--- config.mk ---
export PLATFORM = sky130hd
export DESIGN_NAME = mdu_issue_ctrl
export DESIGN_NICKNAME = d
export VERILOG_FILES = /design/src/rtl/mdu_issue_ctrl.sv
export SDC_FILE = /design/constraint.sdc
export NUM_CORES = 1
export LEC_CHECK = 0
export CAP_MARGIN = 10
export CORE_UTILIZATION = 45
export DETAILED_ROUTE_END_ITERATION = 6
export GPL_TIMING_DRIVEN = 0
export PLACE_DENSITY_LB_ADDON = 0.12
export SLEW_MARGIN = 20
export SYNTH_ARGS = -nofsm -noshare
export SYNTH_HDL_FRONTEND = slang
export SYNTH_SLANG_ARGS = --single-unit
--- constraint.sdc ---
create_clock -name clk -period 2.7 [get_ports clk]
set_input_delay 0.27 -clock clk [delete_from_list [all_inputs] [get_ports clk]]
set_output_delay 0.27 -clock clk [all_outputs]
set_load 0.02 [all_outputs]
--- src/rtl/mdu_issue_ctrl.sv ---
// Issue controller between E-stage decode and the multiply/divide unit.
// Optional macro MDU_CANCEL_EN lets a pipeline flush cancel an op before the MDU starts it.
module mdu_issue_ctrl #(
    parameter int unsigned MUL_LAT = 5,
    parameter int unsigned DIV_LAT = 10
) (
    input  logic        clk,
    input  logic        reset,
    input  logic        req_valid,
    input  logic [3:0]  req_op,
    input  logic [31:0] req_rs,
    input  logic [31:0] req_rt,
    output logic        req_ready,
    output logic        stall,
    input  logic        flush,
    output logic        mdu_start,
    output logic [3:0]  mdu_op,
    output logic [31:0] mdu_d1,
    output logic [31:0] mdu_d2,
    input  logic        mdu_busy,
    output logic        err_proto,
    output logic [31:0] busy_cycles
);

    typedef enum logic [1:0] {IDLE, LAUNCH, RUN} state_t;

    state_t      state, state_next;
    logic [7:0]  cnt, cnt_next;
    logic [3:0]  op_q;
    logic [31:0] rs_q, rt_q;
    logic        err_q;
    logic        accept, cancel, req_long, req_move, req_div, held_long, mismatch;

    // Flush is referenced in both builds; without cancellation it has no effect.
`ifdef MDU_CANCEL_EN
    assign cancel = flush;
`else
    assign cancel = flush & 1'b0;
`endif

    assign req_long  = (req_op >= 4'd1) && (req_op <= 4'd5);
    assign req_move  = (req_op == 4'd6) || (req_op == 4'd7);
    assign req_div   = (req_op == 4'd3) || (req_op == 4'd4);
    assign held_long = (op_q >= 4'd1) && (op_q <= 4'd5);
    assign mismatch  = mdu_busy != (state == RUN);
    assign stall     = req_valid & ~req_ready;
    assign err_proto = err_q | mismatch;

    always_comb begin
        state_next = state;
        cnt_next   = cnt;
        req_ready  = 1'b0;
        accept     = 1'b0;
        mdu_start  = 1'b0;
        mdu_op     = 4'd0;
        mdu_d1     = 32'd0;
        mdu_d2     = 32'd0;
        case (state)
            IDLE: begin
                req_ready = ~cancel;
                accept    = req_valid & ~cancel;
                if (accept && req_long) begin
                    state_next = LAUNCH;
                    cnt_next   = req_div ? 8'(DIV_LAT) : 8'(MUL_LAT);
                end else if (accept && req_move) begin
                    state_next = LAUNCH;
                end
            end
            LAUNCH: begin
                mdu_d1 = rs_q;
                mdu_d2 = rt_q;
                if (cancel) begin
                    state_next = IDLE;
                    cnt_next   = 8'd0;
                end else begin
                    mdu_op     = op_q;
                    mdu_start  = held_long;
                    state_next = held_long ? RUN : IDLE;
                end
            end
            RUN: begin
                cnt_next = cnt - 8'd1;
                // The counter alone sequences the op; mdu_busy is only cross-checked.
                if (cnt <= 8'd1) begin
                    state_next = IDLE;
                end
            end
            default: state_next = IDLE;
        endcase
    end

    always_ff @(posedge clk) begin
        if (reset) begin
            state       <= IDLE;
            cnt         <= 8'd0;
            op_q        <= 4'd0;
            rs_q        <= 32'd0;
            rt_q        <= 32'd0;
            err_q       <= 1'b0;
            busy_cycles <= 32'd0;
        end else begin
            state <= state_next;
            cnt   <= cnt_next;
            err_q <= err_q | mismatch;
            if (accept && (req_long || req_move)) begin
                op_q <= req_op;
                rs_q <= req_rs;
                rt_q <= req_rt;
            end
            if (state == RUN) begin
                busy_cycles <= busy_cycles + 32'd1;
            end
        end
    end

endmodule

Word-level counts from Yosys, hierarchy flattened
Cells that the tools add are included.
{"block": "classes", "n_addsub": 2, "div_mod_pow": 0, "magnitude_cmp": 5, "multipliers": 0, "bitwise": 3, "n_shift": 0, "n_mux": 14, "reduce_logical": 12, "n_eq_ne": 10}
{"op": "$mux W32", "count": 2}
{"op": "$add A32 B1 Y32 const B", "count": 1}
{"op": "$pmux W8 S2", "count": 1}
{"op": "$eq A4 B3 Y1 const B", "count": 3}
{"op": "$ge A4 B1 Y1 const B", "count": 2}
{"op": "$le A4 B3 Y1 const B", "count": 2}
{"op": "$le A8 B1 Y1 const B", "count": 1}
{"op": "$mux W2", "count": 4}
{"op": "$mux W4", "count": 2}
{"op": "$mux W8", "count": 1}
{"op": "$sub A8 B1 Y8 const B", "count": 1}
{"op": "$pmux W2 S3", "count": 1}
{"op": "$logic_and A1 B1 Y1", "count": 5}
{"op": "$eq A4 B2 Y1 const B", "count": 1}
{"op": "$reduce_and A2 Y1", "count": 2}
{"op": "$logic_or A1 B1 Y1", "count": 3}
{"op": "$mux W1", "count": 3}
{"op": "$ne A3 B3 Y1 const B", "count": 1}
{"op": "$eq A2 B1 Y1 const B", "count": 1}
{"op": "$eq A2 B2 Y1 const B", "count": 1}
{"op": "$logic_not A2 Y1", "count": 1}
{"op": "$ne A2 B1 Y1 const B", "count": 1}
{"op": "$ne A2 B2 Y1 const B", "count": 1}
{"op": "$reduce_bool A2 Y1", "count": 1}
{"op": "other kinds (4)", "count": 4}
{"block": "word_totals", "out_inout_bits": 104, "regBits": 111, "memories": 0, "inputBits": 73, "latch_bits": 0, "elab_cells": 53, "rom_bits": 0, "ram_bits": 0}

Logic depth before layout (Yosys ltp)
Gate-level depths: netlist of run 1.
{"block": "depth", "depth_word": 6, "depth_mapped": 7, "depth_no_buf": 6}

Least setup slack after synthesis of run 1
No wires, ideal clock.
{"block": "synth_path", "path_type": "register -> register", "startpoint": "reg busy_cycles[0]", "endpoint": "reg busy_cycles[28]", "period_less_slack_ns": 2.174, "setup_ns": 0.121, "slack_ns": 0.526, "arrival_ns": 2.054, "n_path_buf": 1, "stages_incl_launch_ff": 7, "path_cell_list": "dfxtp_1 -> ha_1 -> nand2_1 -> or4_1 -> buf_2 -> nor4_1 -> mux2_2"}
{"block": "synth_between", "elab_chain_len": 1}
{"item": "start: declaration", "line_no": "22", "source": "output logic [31:0] busy_cycles"}
{"item": "start signal: assignment", "line_no": "111", "source": "busy_cycles <= busy_cycles + 32'd1;"}
{"item": "$add A32 B1 Y32", "line_no": "111"}
Every way passes these cells.
A chain may end at the register's enable or synchronous reset.

Worst setup path after layout of run 1
{"block": "layout_path", "startpoint": "reg state[1]", "endpoint": "out mdu_d2[13]"}
{"block": "layout_between", "elab_chain_len": 2}
{"item": "start: declaration", "line_no": "27", "source": "state_t state, state_next;"}
{"item": "start signal: assignment", "line_no": "102", "source": "state <= state_next;"}
{"item": "$eq A2 B1 Y1", "line_no": "58", "source": "case (state)"}
{"item": "$mux W32", "line_no": "58"}
{"item": "end: declaration", "line_no": "19", "source": "output logic [31:0] mdu_d2,"}
Every way passes these cells.

==> results of run 1 <==
## cell families (layout without fill, tap and decap cells)
group                    count (synthesis)  in the layout  share of synthesized area
AND/OR/NAND/NOR                        324            324                      0.333
AO/OA/AOI/OAI                          123            123                      0.137
flip-flops                             111            111                      0.450
buffers and inverters                   50            241                     0.0426
XOR/XNOR                                12             12                     0.0213
multiplexers                             4              4                    0.00887
adder cells (fa/ha/maj)                  3              3                    0.00761
## worst paths after layout
path / start / to / slack, ns / cells after the start
setup reg to reg: state[1] / busy_cycles[29] / 0.27 / 5
hold / removal: req_rt[17] / rt_q[17] / 0.44 / 3
setup / recovery: state[1] / mdu_d2[13] / 0.16 / 5
hold reg to reg: rs_q[25] / rs_q[25] / 0.45 / 2
## timing repair
item | in CTS | in global routing
gates resized for setup | 4 | 4
endpoints found under the setup margin | 20 | 9
pin swaps | 0 | 0
gates cloned | 0 | 0
## placed cells by master (no fill, tap or decap), types with 2 or more instances in the layout
cell / netlist / routed
a211oi_1: 2 / 2
a21boi_0: 2 / 2
a21oi_1: 93 / 93
and2_1: 70 / 70
and4_1: 3 / 3
buf_1: 2 / 2
buf_2: 6 / 8
buf_4: 4 / 4
clkbuf_1: 29 / 26
clkbuf_8: 0 / 10
clkdlybuf4s50_1: 0 / 174
clkinv_2: 0 / 2
dfxtp_1: 111 / 110
ha_1: 3 / 3
inv_1: 9 / 9
inv_6: 0 / 2
mux2_2: 3 / 3
nand2_1: 151 / 151
nand2b_1: 4 / 4
nand3_1: 13 / 13
nand4_1: 8 / 8
nor2_1: 19 / 19
nor2b_1: 7 / 7
nor3_1: 7 / 7
nor4_1: 3 / 3
o21ai_0: 9 / 9
o31ai_1: 12 / 12
or2_2: 3 / 3
or3_1: 8 / 8
or3b_2: 2 / 2
or4_1: 15 / 15
xnor2_1: 8 / 8
xor2_1: 4 / 4
## stage by stage
step	hold slack, ns	total power, mW	cell area [sq um]
CTS	0.426	3.13	7070
finish	0.436	3.11	7080
global placement	0.437	2.10	6860
global route	0.427	3.25	7080
floorplan	0.406	1.93	4930
detailed placement	0.442	2.12	6860
## power by group through the flow
stage	clock network [mW]	registers (mW)	logic, mW
2_1_floorplan	0	1.75	0.178
3_3_place_gp	0	1.75	0.350
3_5_place_dp	0	1.76	0.358
4_1_cts	1.05	1.72	0.361
5_1_grt	1.13	1.73	0.395
6_report	1.03	1.72	0.359
## area by class of cell
| cell class | count | area (sq um) |
|---|---|---|
| fillers | 893 | 3390 |
| multi-input cells | 466 | 2510 |
| flip-flops and latches | 111 | 2220 |
| repair buffers | 175 | 1750 |
| plain buffers | 41 | 180 |
| well taps | 136 | 170 |
| clock buffers | 10 | 138 |
| clock inverters | 6 | 66.3 |
| inverters | 9 | 33.8 |
## metal layers
| layer | vias up | part of all wire | routed length [microns] |
|---|---|---|---|
| li1 | 2477 | - | - |
| met1 | 2284 | 0.44 | 6170 |
| met2 | 143 | 0.49 | 6760 |
| met3 | 10 | 0.059 | 820 |
| met4 | 0 | 0.0099 | 138 |
| met5 | - | 0 | 0 |
## sequential cells by signal (all words and copies together), names as in the netlist
name         cells
busy_cycles     32
cnt              8
err_q            1
op_q             4
rs_q            32
rt_q            32
state            2
## critical path: stages, from the launching register on
cell and delay (ns):
dfxtp_1 0.40, and2b_2 0.33, buf_2 0.22, buf_2 0.21
and2_1 0.15, clkdlybuf4s50_1 0.60
==> out/metrics.csv, run 1 <==
stage,metric,value,unit
timing,fin_ws,0.160,ns
detailed_routing,drt_first_pass_iters,4,
timing,period_needed,2.54,ns
power,clkPwrFrac,0.332,
die,die_w,107,microns
timing,tns,0,ns
clock_tree,cts_num_sinks,111,
yosys,ys.flop_type,dfxtp_1,
setup_path,cp_data_required_time,2.43,ns
yosys,synth_cells,627,
power,p_switching,780,uW
yosys,syn_nets,703,
detailed_routing,first_iter_violations,211,
timing,fmax,0.394,GHz
die,initial_utilization,0.472,
power,cellLeakagePower,2.48,nW
power,combPwrFrac,0.115,
grt,grt_usage,0.243,
finish,diodes,0,
finish,area_growth,43.4,%
timing,hold_violations,0,
setup_path,cp-end-kind,output port,
setup_path,crit_type,flop to output port,
timing,rsz0062_at_grt,no,
power,internal_power,2.33,mW
finish,utilization,0.676,
clock_tree,postCtsHoldBufs,0,
die,fp.dieH,107,microns
detailed_routing,drtAntennaViolNets,0,
timing,relSlewSlack,0.508,
placed_design,io_buffers,175,
grt,grt_max_degree,19,
die,die-area,11400,sq um
power,ir_drop,304,uV
placed_design,dpl.hpwl,10500,microns
yosys,seq_area_frac_synth,0.450,
yosys,synth_cell_type_count,45,
grt,grt_pass1_wl,22200,microns
yosys,netlist_top_cells_area,"dfxtp_1 (45%), nand2_1 (11%), a21oi_1 (9.4%)",
grt,antenna_found_initial,0,
clock_tree,clock_latency,0.37,ns
grt,grt_pass1_vias,4607,
placed_design,gp_congestion,0.848,
die,coreArea,10500,sq um
finish,drive_gt1_frac,0.0513,
finish,final_cells,954,
detailed_routing,vias,4914,
clock_tree,root_buffer,clkbuf_8,
outcome,status,"finished, final reports clean",
yosys,synth_top_area_share,0.450,
power,p_per_area,440,nW/um^2
setup_path,start_kind,flop,
timing,setup_viol,0,
timing,slew_violations,0,
timing,fin_crit_sh,0.941,
detailed_routing,viasPerCell,5.15,
grt,overflow,0,
yosys,yosysWarnings,0,
yosys,async_flop_share,0,
grt,use_met1,0.306,
grt,grt_util_met3,0.0432,
grt,grt-busiest-layer,met2,
setup_path,crit_fanout,10,
detailed_routing,wl_per_cell,14.6,microns
grt,use_met2,0.423,
detailed_routing,drc_errors,0,
yosys,synth-seq-cells,111,
clock_tree,cts_buffers,9,
die,rows,37,
detailed_routing,drt-total-wl,13900,microns
power,seqPwrFrac,0.552,
die,pin_count,177,
yosys,avgSynthCellArea,7.87,sq um
yosys,synth_common_cells,"nand2_1 (151), dfxtp_1 (111), a21oi_1 (93)",
clock_tree,clock_path_buffers,2,
clock_tree,h-tree-depth,3,
placed_design,preCtsSetupSlack,0.170,ns
clock_tree,post-cts-setup-buffers,0,
clock_tree,clkTransAtPathRegs,0.11,ns
setup_path,arrival,2.27,ns
clock_tree,cts_tree,built,
yosys,synth_edf_count,0,
power,switching_share,0.251,
yosys,synth_top_area_cell,dfxtp_1,
timing,tightestPinTransition,0.736,ns
timing,finClkSkew,0.0154,ns
run,cap_violations,0,
yosys,synth_area,4930,sq um
placed_design,dp.cells,938,
worst_hold_path,hold_path.class,input pin to flop,
finish,fin_nets,889,
yosys,synth_most_common_cell,nand2_1,
Power figures use the tool's default switching activity.
==> inputs of run 2 (changes only) <==
==> constraint.sdc (replaced) <==
create_clock -name clk -period 2.7 [get_ports clk]
set_input_delay 0.27 -clock clk [delete_from_list [all_inputs] [get_ports clk]]
set_output_delay 0.27 -clock clk [all_outputs]
set_load 0.1 [all_outputs]
==> out/metrics.csv, run 2 (synthesis gave the netlist of run 1 again) <==
stage,metric,value,unit,change
outcome,status,"finished, final reports clean",,
setup_path,cp_data_required_time,2.43,ns,about the same
placed_design,dpl.hpwl,10600,microns,+1.3%
finish,fillers,893,,unchanged
grt,overflow,0,,unchanged
finish,multi_input_area,2530,sq um,+0.65%
setup_path,ff2ff_setup_slack,0.39,ns,+0.12 ns
timing,setup_viol,0,,unchanged
detailed_routing,wl_per_cell,14.7,microns,+0.65%
grt,grt_pass1_vias,4780,,+3.8%
worst_hold_path,hold_start,req_rt[27],,
timing,tightestPinTransition,1.00,ns,+0.265 ns
grt,grt_usage,0.246,,+0.00274
worst_hold_path,hold_path_depth,3,,unchanged
setup_path,reg2reg_to,busy_cycles[29],,
timing,fin_ws,0.172,ns,+0.0115 ns
grt,antenna_found_initial,0,,unchanged
finish,utilization,0.677,,about the same
finish,fin_nets,889,,unchanged
die,initial_utilization,0.472,,unchanged
setup_path,crit_fanout,6,,-4
finish,drive_gt1_frac,0.142,,+0.0905
setup_path,start_kind,flop,,
setup_path,cp-end-kind,output port,,
power,combPwrFrac,0.137,,+0.022
finish,stdcell_area,7080,sq um,about the same
timing,fin_crit_sh,0.936,,-0.00428
detailed_routing,vias,5006,,+1.9%
finish,area_growth,43.5,%,about the same
power,internal_power,2.26,mW,-3.2%
clock_tree,clock_latency,0.36,ns,about the same
grt,grt_pass1_wl,22400,microns,+0.77%
setup_path,crit_type,flop to output port,,
setup_path,rr_worst_depth,5,,unchanged
setup_path,arrival,2.26,ns,about the same
timing,slew_violations,0,,unchanged
detailed_routing,drt_first_pass_iters,4,,unchanged
clock_tree,root_buffer,clkbuf_8,,
grt,grt_max_degree,18,,-1
finish,reg_top3,"busy_cycles: 32 flops, rs_q: 32 flops, rt_q: 32 flops",,
clock_tree,clock_path_buffers,2,,unchanged
clock_tree,cts_num_sinks,111,,unchanged
power,ir_drop,353,uV,+16%
timing,period_needed,2.53,ns,-0.0115 ns
detailed_routing,viasPerCell,5.25,,+1.9%
finish,layout_commonest_cell,nand2_1,,
placed_design,gp_congestion,0.830,,-2.0%
detailed_routing,drt-total-wl,14000,microns,+0.65%
clock_tree,cts_tree,built,,
clock_tree,clkTransAtPathRegs,0.10,ns,about the same
detailed_routing,drtAntennaViolNets,0,,unchanged
timing,holdWs,0.442,ns,+0.00600 ns
power,clkPwrFrac,0.305,,-0.027
timing,fmax,0.396,GHz,+0.46%
power,seqPwrFrac,0.558,,+0.006
timing,relSlewSlack,0.331,,-0.177
run,cap_violations,0,,unchanged
detailed_routing,first_iter_violations,229,,+8.5%
placed_design,placed_area,6890,sq um,+0.38%
power,p_switching,827,uW,+6.0%
die,fp.dieH,107,microns,unchanged
setup_path,reg2reg_from,state[1],,
finish,diodes,0,,unchanged
detailed_routing,drc_errors,0,,unchanged
finish,regArea,2230,sq um,+0.34%
timing,finClkSkew,0.0121,ns,-0.00332 ns
power,switching_share,0.268,,+0.0174
worst_hold_path,hold_path.class,input pin to flop,,
die,rows,37,,unchanged
die,die_w,107,microns,unchanged
clock_tree,cts_buffers,9,,unchanged
die,die-area,11400,sq um,unchanged
die,coreArea,10500,sq um,unchanged
placed_design,preCtsSetupSlack,-0.388,ns,-0.558 ns
clock_tree,h-tree-depth,3,,unchanged
power,p_per_area,436,nW/um^2,-0.97%
die,pin_count,177,,unchanged
power,cellLeakagePower,2.50,nW,+0.85%
timing,hold_violations,0,,unchanged
placed_design,io_buffers,175,,unchanged
finish,final_cell_mix,"nand2_1 (151), clkdlybuf4s50_1 (105), dfxtp_1 (104)",,
clock_tree,postCtsHoldBufs,0,,unchanged
timing,rsz0062_at_grt,no,,
worst_hold_path,min_to,rt_q[27],,
==> run 2: layout make-up <==
| class | instances | area share |
|---|---|---|
| Multi-Input combinational cell | 466 | 0.357 |
| Inverter | 9 | 0.00477 |
| Clock inverter | 4 | 0.00406 |
| Timing Repair Buffer | 175 | 0.248 |
| Buffer | 41 | 0.0251 |
| Tap cell | 136 | 0.0240 |
| Clock buffer | 12 | 0.0219 |
| Sequential cell | 111 | 0.315 |
==> run 2: per-stage QoR <==
stage,setup TNS (ns),cells,power (mW)
3_5_place_dp,-8.09,938,2.18
3_3_place_gp,-15.86,938,2.17
5_1_grt,0,954,3.21
2_1_floorplan,0,627,2.00
6_report,0,954,3.09
4_1_cts,0,954,3.11
==> run 2: how the worst max path moves through the flow <==
stage	startpoint	endpoint	slack, ns	depth (start not counted)
global route	state[0]	mdu_d2[5]	0.03	4
finish	state[1]	stall	0.17	3
CTS	state[0]	mdu_d2[14]	0.05	5
floorplan	busy_cycles[3]	busy_cycles[29]	0.08	5
detailed placement	state[1]	mdu_d2[14]	-0.39	5
global placement	state[1]	mdu_d2[14]	-0.35	5
==> run 2: layer usage <==
metal / part of all wire / global-route usage / vias up / wire [microns]
met3: 0.084 / 0.0693 / 20 / 1170
li1: - / - / 2476 / -
met5: 0 / 0 / - / 0
met2: 0.49 / 0.424 / 206 / 6830
met4: 0.019 / 0.0939 / 0 / 272
met1: 0.41 / 0.289 / 2304 / 5710
==> run 2: timing repair <==
item	4_1_cts	5_1_grt
gates resized for setup	268	4
setup endpoints to repair	70	26
hold endpoints to repair	0	0
setup buffers	0	0
==> run 2: power groups by stage <==
stage	Sequential, mW	Clock, mW	Combinational, mW
floorplan	1.75	0	0.245
finish	1.72	0.942	0.423
CTS	1.72	0.961	0.425
global route	1.73	1.02	0.461
detailed placement	1.76	0	0.427
global placement	1.75	0	0.417
==> run 2: worst max-delay path, cell delays in order (launching register included) <==
cell and delay, ns:
dfxtp_1 0.49, nor2_2 0.08, nor2b_1 0.17, clkdlybuf4s50_1 1.17
==> inputs of run 3 (changes only) <==
--- a/config.mk
+++ b/config.mk
@@ -10,7 +10,8 @@
 export DETAILED_ROUTE_END_ITERATION = 6
 export GPL_TIMING_DRIVEN = 0
 export PLACE_DENSITY_LB_ADDON = 0.12
-export SLEW_MARGIN = 20
+export SKIP_CTS_REPAIR_TIMING = 1
+export SKIP_LAST_GASP = 1
 export SYNTH_ARGS = -nofsm -noshare
 export SYNTH_HDL_FRONTEND = slang
 export SYNTH_SLANG_ARGS = --single-unit
==> out/metrics.csv, run 3 (synthesis gave the netlist of run 1 again) <==
stage,metric,value,unit,change
outcome,status,"finished, final reports clean",,
clock_tree,clkTransAtPathRegs,0.11,ns,about the same
die,die-area,11400,sq um,unchanged
worst_hold_path,hold_path_depth,3,,unchanged
setup_path,start_kind,flop,,
placed_design,preCtsSetupSlack,-0.385,ns,+0.00262 ns
timing,fin_ws,0.0564,ns,-0.115 ns
grt,grt_pass1_wl,22200,microns,-0.80%
finish,fin_nets,890,,+0.11%
timing,setup_viol,0,,unchanged
clock_tree,cts_buffers,9,,unchanged
clock_tree,h-tree-depth,3,,unchanged
grt,grt_usage,0.246,,about the same
run,cap_violations,0,,unchanged
timing,relSlewSlack,0.324,,-0.00706
worst_hold_path,hold_path.class,input pin to flop,,
setup_path,cpMostUsedCell,clkbuf_2,,
setup_path,crit_type,flop to output port,,
setup_path,critPathMaxStageDelay,0.46,ns,-0.71 ns
setup_path,ff2ff_setup_slack,0.38,ns,about the same
setup_path,path_buf_inv,3,,+2
power,cellLeakagePower,2.63,nW,+5.2%
clock_tree,clock_path_buffers,2,,unchanged
setup_path,cp_data_required_time,2.43,ns,about the same
grt,grt_max_degree,19,,+1
finish,reg_top3,"busy_cycles: 32 flops, rs_q: 32 flops, rt_q: 32 flops",,
grt,antenna_found_initial,0,,unchanged
finish,layout_commonest_cell,nand2_1,,
die,pin_count,177,,unchanged
setup_path,reg2reg_from,state[1],,
timing,slew_violations,0,,unchanged
worst_hold_path,min_to,rt_q[27],,
setup_path,reg2reg_to,busy_cycles[29],,
die,coreArea,10500,sq um,unchanged
timing,finClkSkew,0.0119,ns,-0.000209 ns
timing,hold_violations,0,,unchanged
grt,grt_pass1_vias,4804,,+0.50%
placed_design,io_buffers,175,,unchanged
setup_path,crit_fanout,10,,+4
clock_tree,cts_num_sinks,111,,unchanged
timing,fmax,0.378,GHz,-4.4%
timing,fin_crit_sh,0.979,,+0.0426
detailed_routing,drc_errors,0,,unchanged
setup_path,cp-end-kind,output port,,
placed_design,gp_congestion,0.830,,unchanged
setup_path,path_cells,"and2b_1, clkbuf_2, clkbuf_1, and2_1, clkbuf_2",,
power,p_per_area,466,nW/um^2,+7.0%
clock_tree,cts_tree,built,,
die,fp.dieH,107,microns,unchanged
power,ir_drop,307,uV,-13%
grt,overflow,0,,unchanged
timing,holdWs,0.429,ns,-0.0132 ns
setup_path,crit_path_top_delay_cell,clkbuf_2,,
detailed_routing,drt-total-wl,14000,microns,+0.41%
timing,tightestPinTransition,1.01,ns,+0.0121 ns
worst_hold_path,hold_start,req_rt[27],,
finish,final_cell_mix,"nand2_1 (151), clkdlybuf4s50_1 (105), dfxtp_1 (104)",,
setup_path,arrival,2.37,ns,+0.11 ns
detailed_routing,vias,5034,,+0.56%
detailed_routing,wl_per_cell,14.7,microns,+0.30%
finish,area_growth,38.4,%,
detailed_routing,drtAntennaViolNets,0,,unchanged
setup_path,rr_worst_depth,5,,unchanged
finish,diodes,0,,unchanged
setup_path,cp_top_family,buffers and inverters,,
die,initial_utilization,0.472,,unchanged
clock_tree,root_buffer,clkbuf_8,,
timing,rsz0062_at_grt,yes,,
clock_tree,clock_latency,0.37,ns,about the same
detailed_routing,first_iter_violations,268,,+17%
timing,period_needed,2.64,ns,+0.115 ns
die,die_w,107,microns,unchanged
detailed_routing,viasPerCell,5.27,,+0.45%
die,rows,37,,unchanged
placed_design,dpl.hpwl,10600,microns,about the same
detailed_routing,drt_first_pass_iters,5,,+1
finish,drive_gt1_frac,0.137,,-0.00506
-- run 3: layer usage --
layer  GRT usage  routed length (microns)
met3      0.0711                     1270
met5           0                        0
met2       0.427                     6980
met4      0.0890                      231
met1       0.287                     5560
-- run 3: worst max path at each step --
stage                              start         endpoint  slack (ns)  cells after the start
after floorplan           busy_cycles[3]  busy_cycles[29]        0.08                      5
after global placement          state[1]       mdu_d2[14]       -0.35                      5
after detailed placement        state[1]       mdu_d2[14]       -0.38                      5
after CTS                       state[1]       mdu_d2[14]       -0.80                      5
after global routing            state[1]       mdu_d2[13]       -0.09                      5
final                           state[1]       mdu_d2[13]        0.06                      5
-- run 3: area by class of cell --
type | count | area [sq um]
sequential | 111 | 2230
buffer | 41 | 178
inverter | 9 | 33.8
timing repair buffer | 176 | 1490
clock inverter | 6 | 67.6
multi-input combinational | 466 | 2520
fill | 950 | 3630
clock buffer | 10 | 138
tap | 136 | 170
-- run 3: report_power, final --
group          leakage (nW)  internal [mW]  switching [mW]  total (mW)
Combinational          1.62          0.174           0.246       0.421
Sequential            0.905           1.69          0.0290        1.72
Clock                0.0993          0.460           0.585        1.04
Total                  2.63           2.33           0.860        3.19
-- run 3: tightest hold or removal path, stage by stage --
cell and delay, ns:
clkdlybuf4s50_1 0.39, nand2_1 0.05, a21oi_1 0.05
-- run 3: stage by stage --
step	power, mW	utilization	area (sq um)	cells	setup TNS [ns]
global placement	2.17	0.658	6880	938	-15.86
floorplan	2.00	-	4960	627	0
detailed placement	2.18	0.658	6880	938	-19.23
global route	3.31	0.653	6830	955	-0.0860
CTS	3.21	0.677	7090	954	-37.01
finish	3.19	0.653	6830	955	0
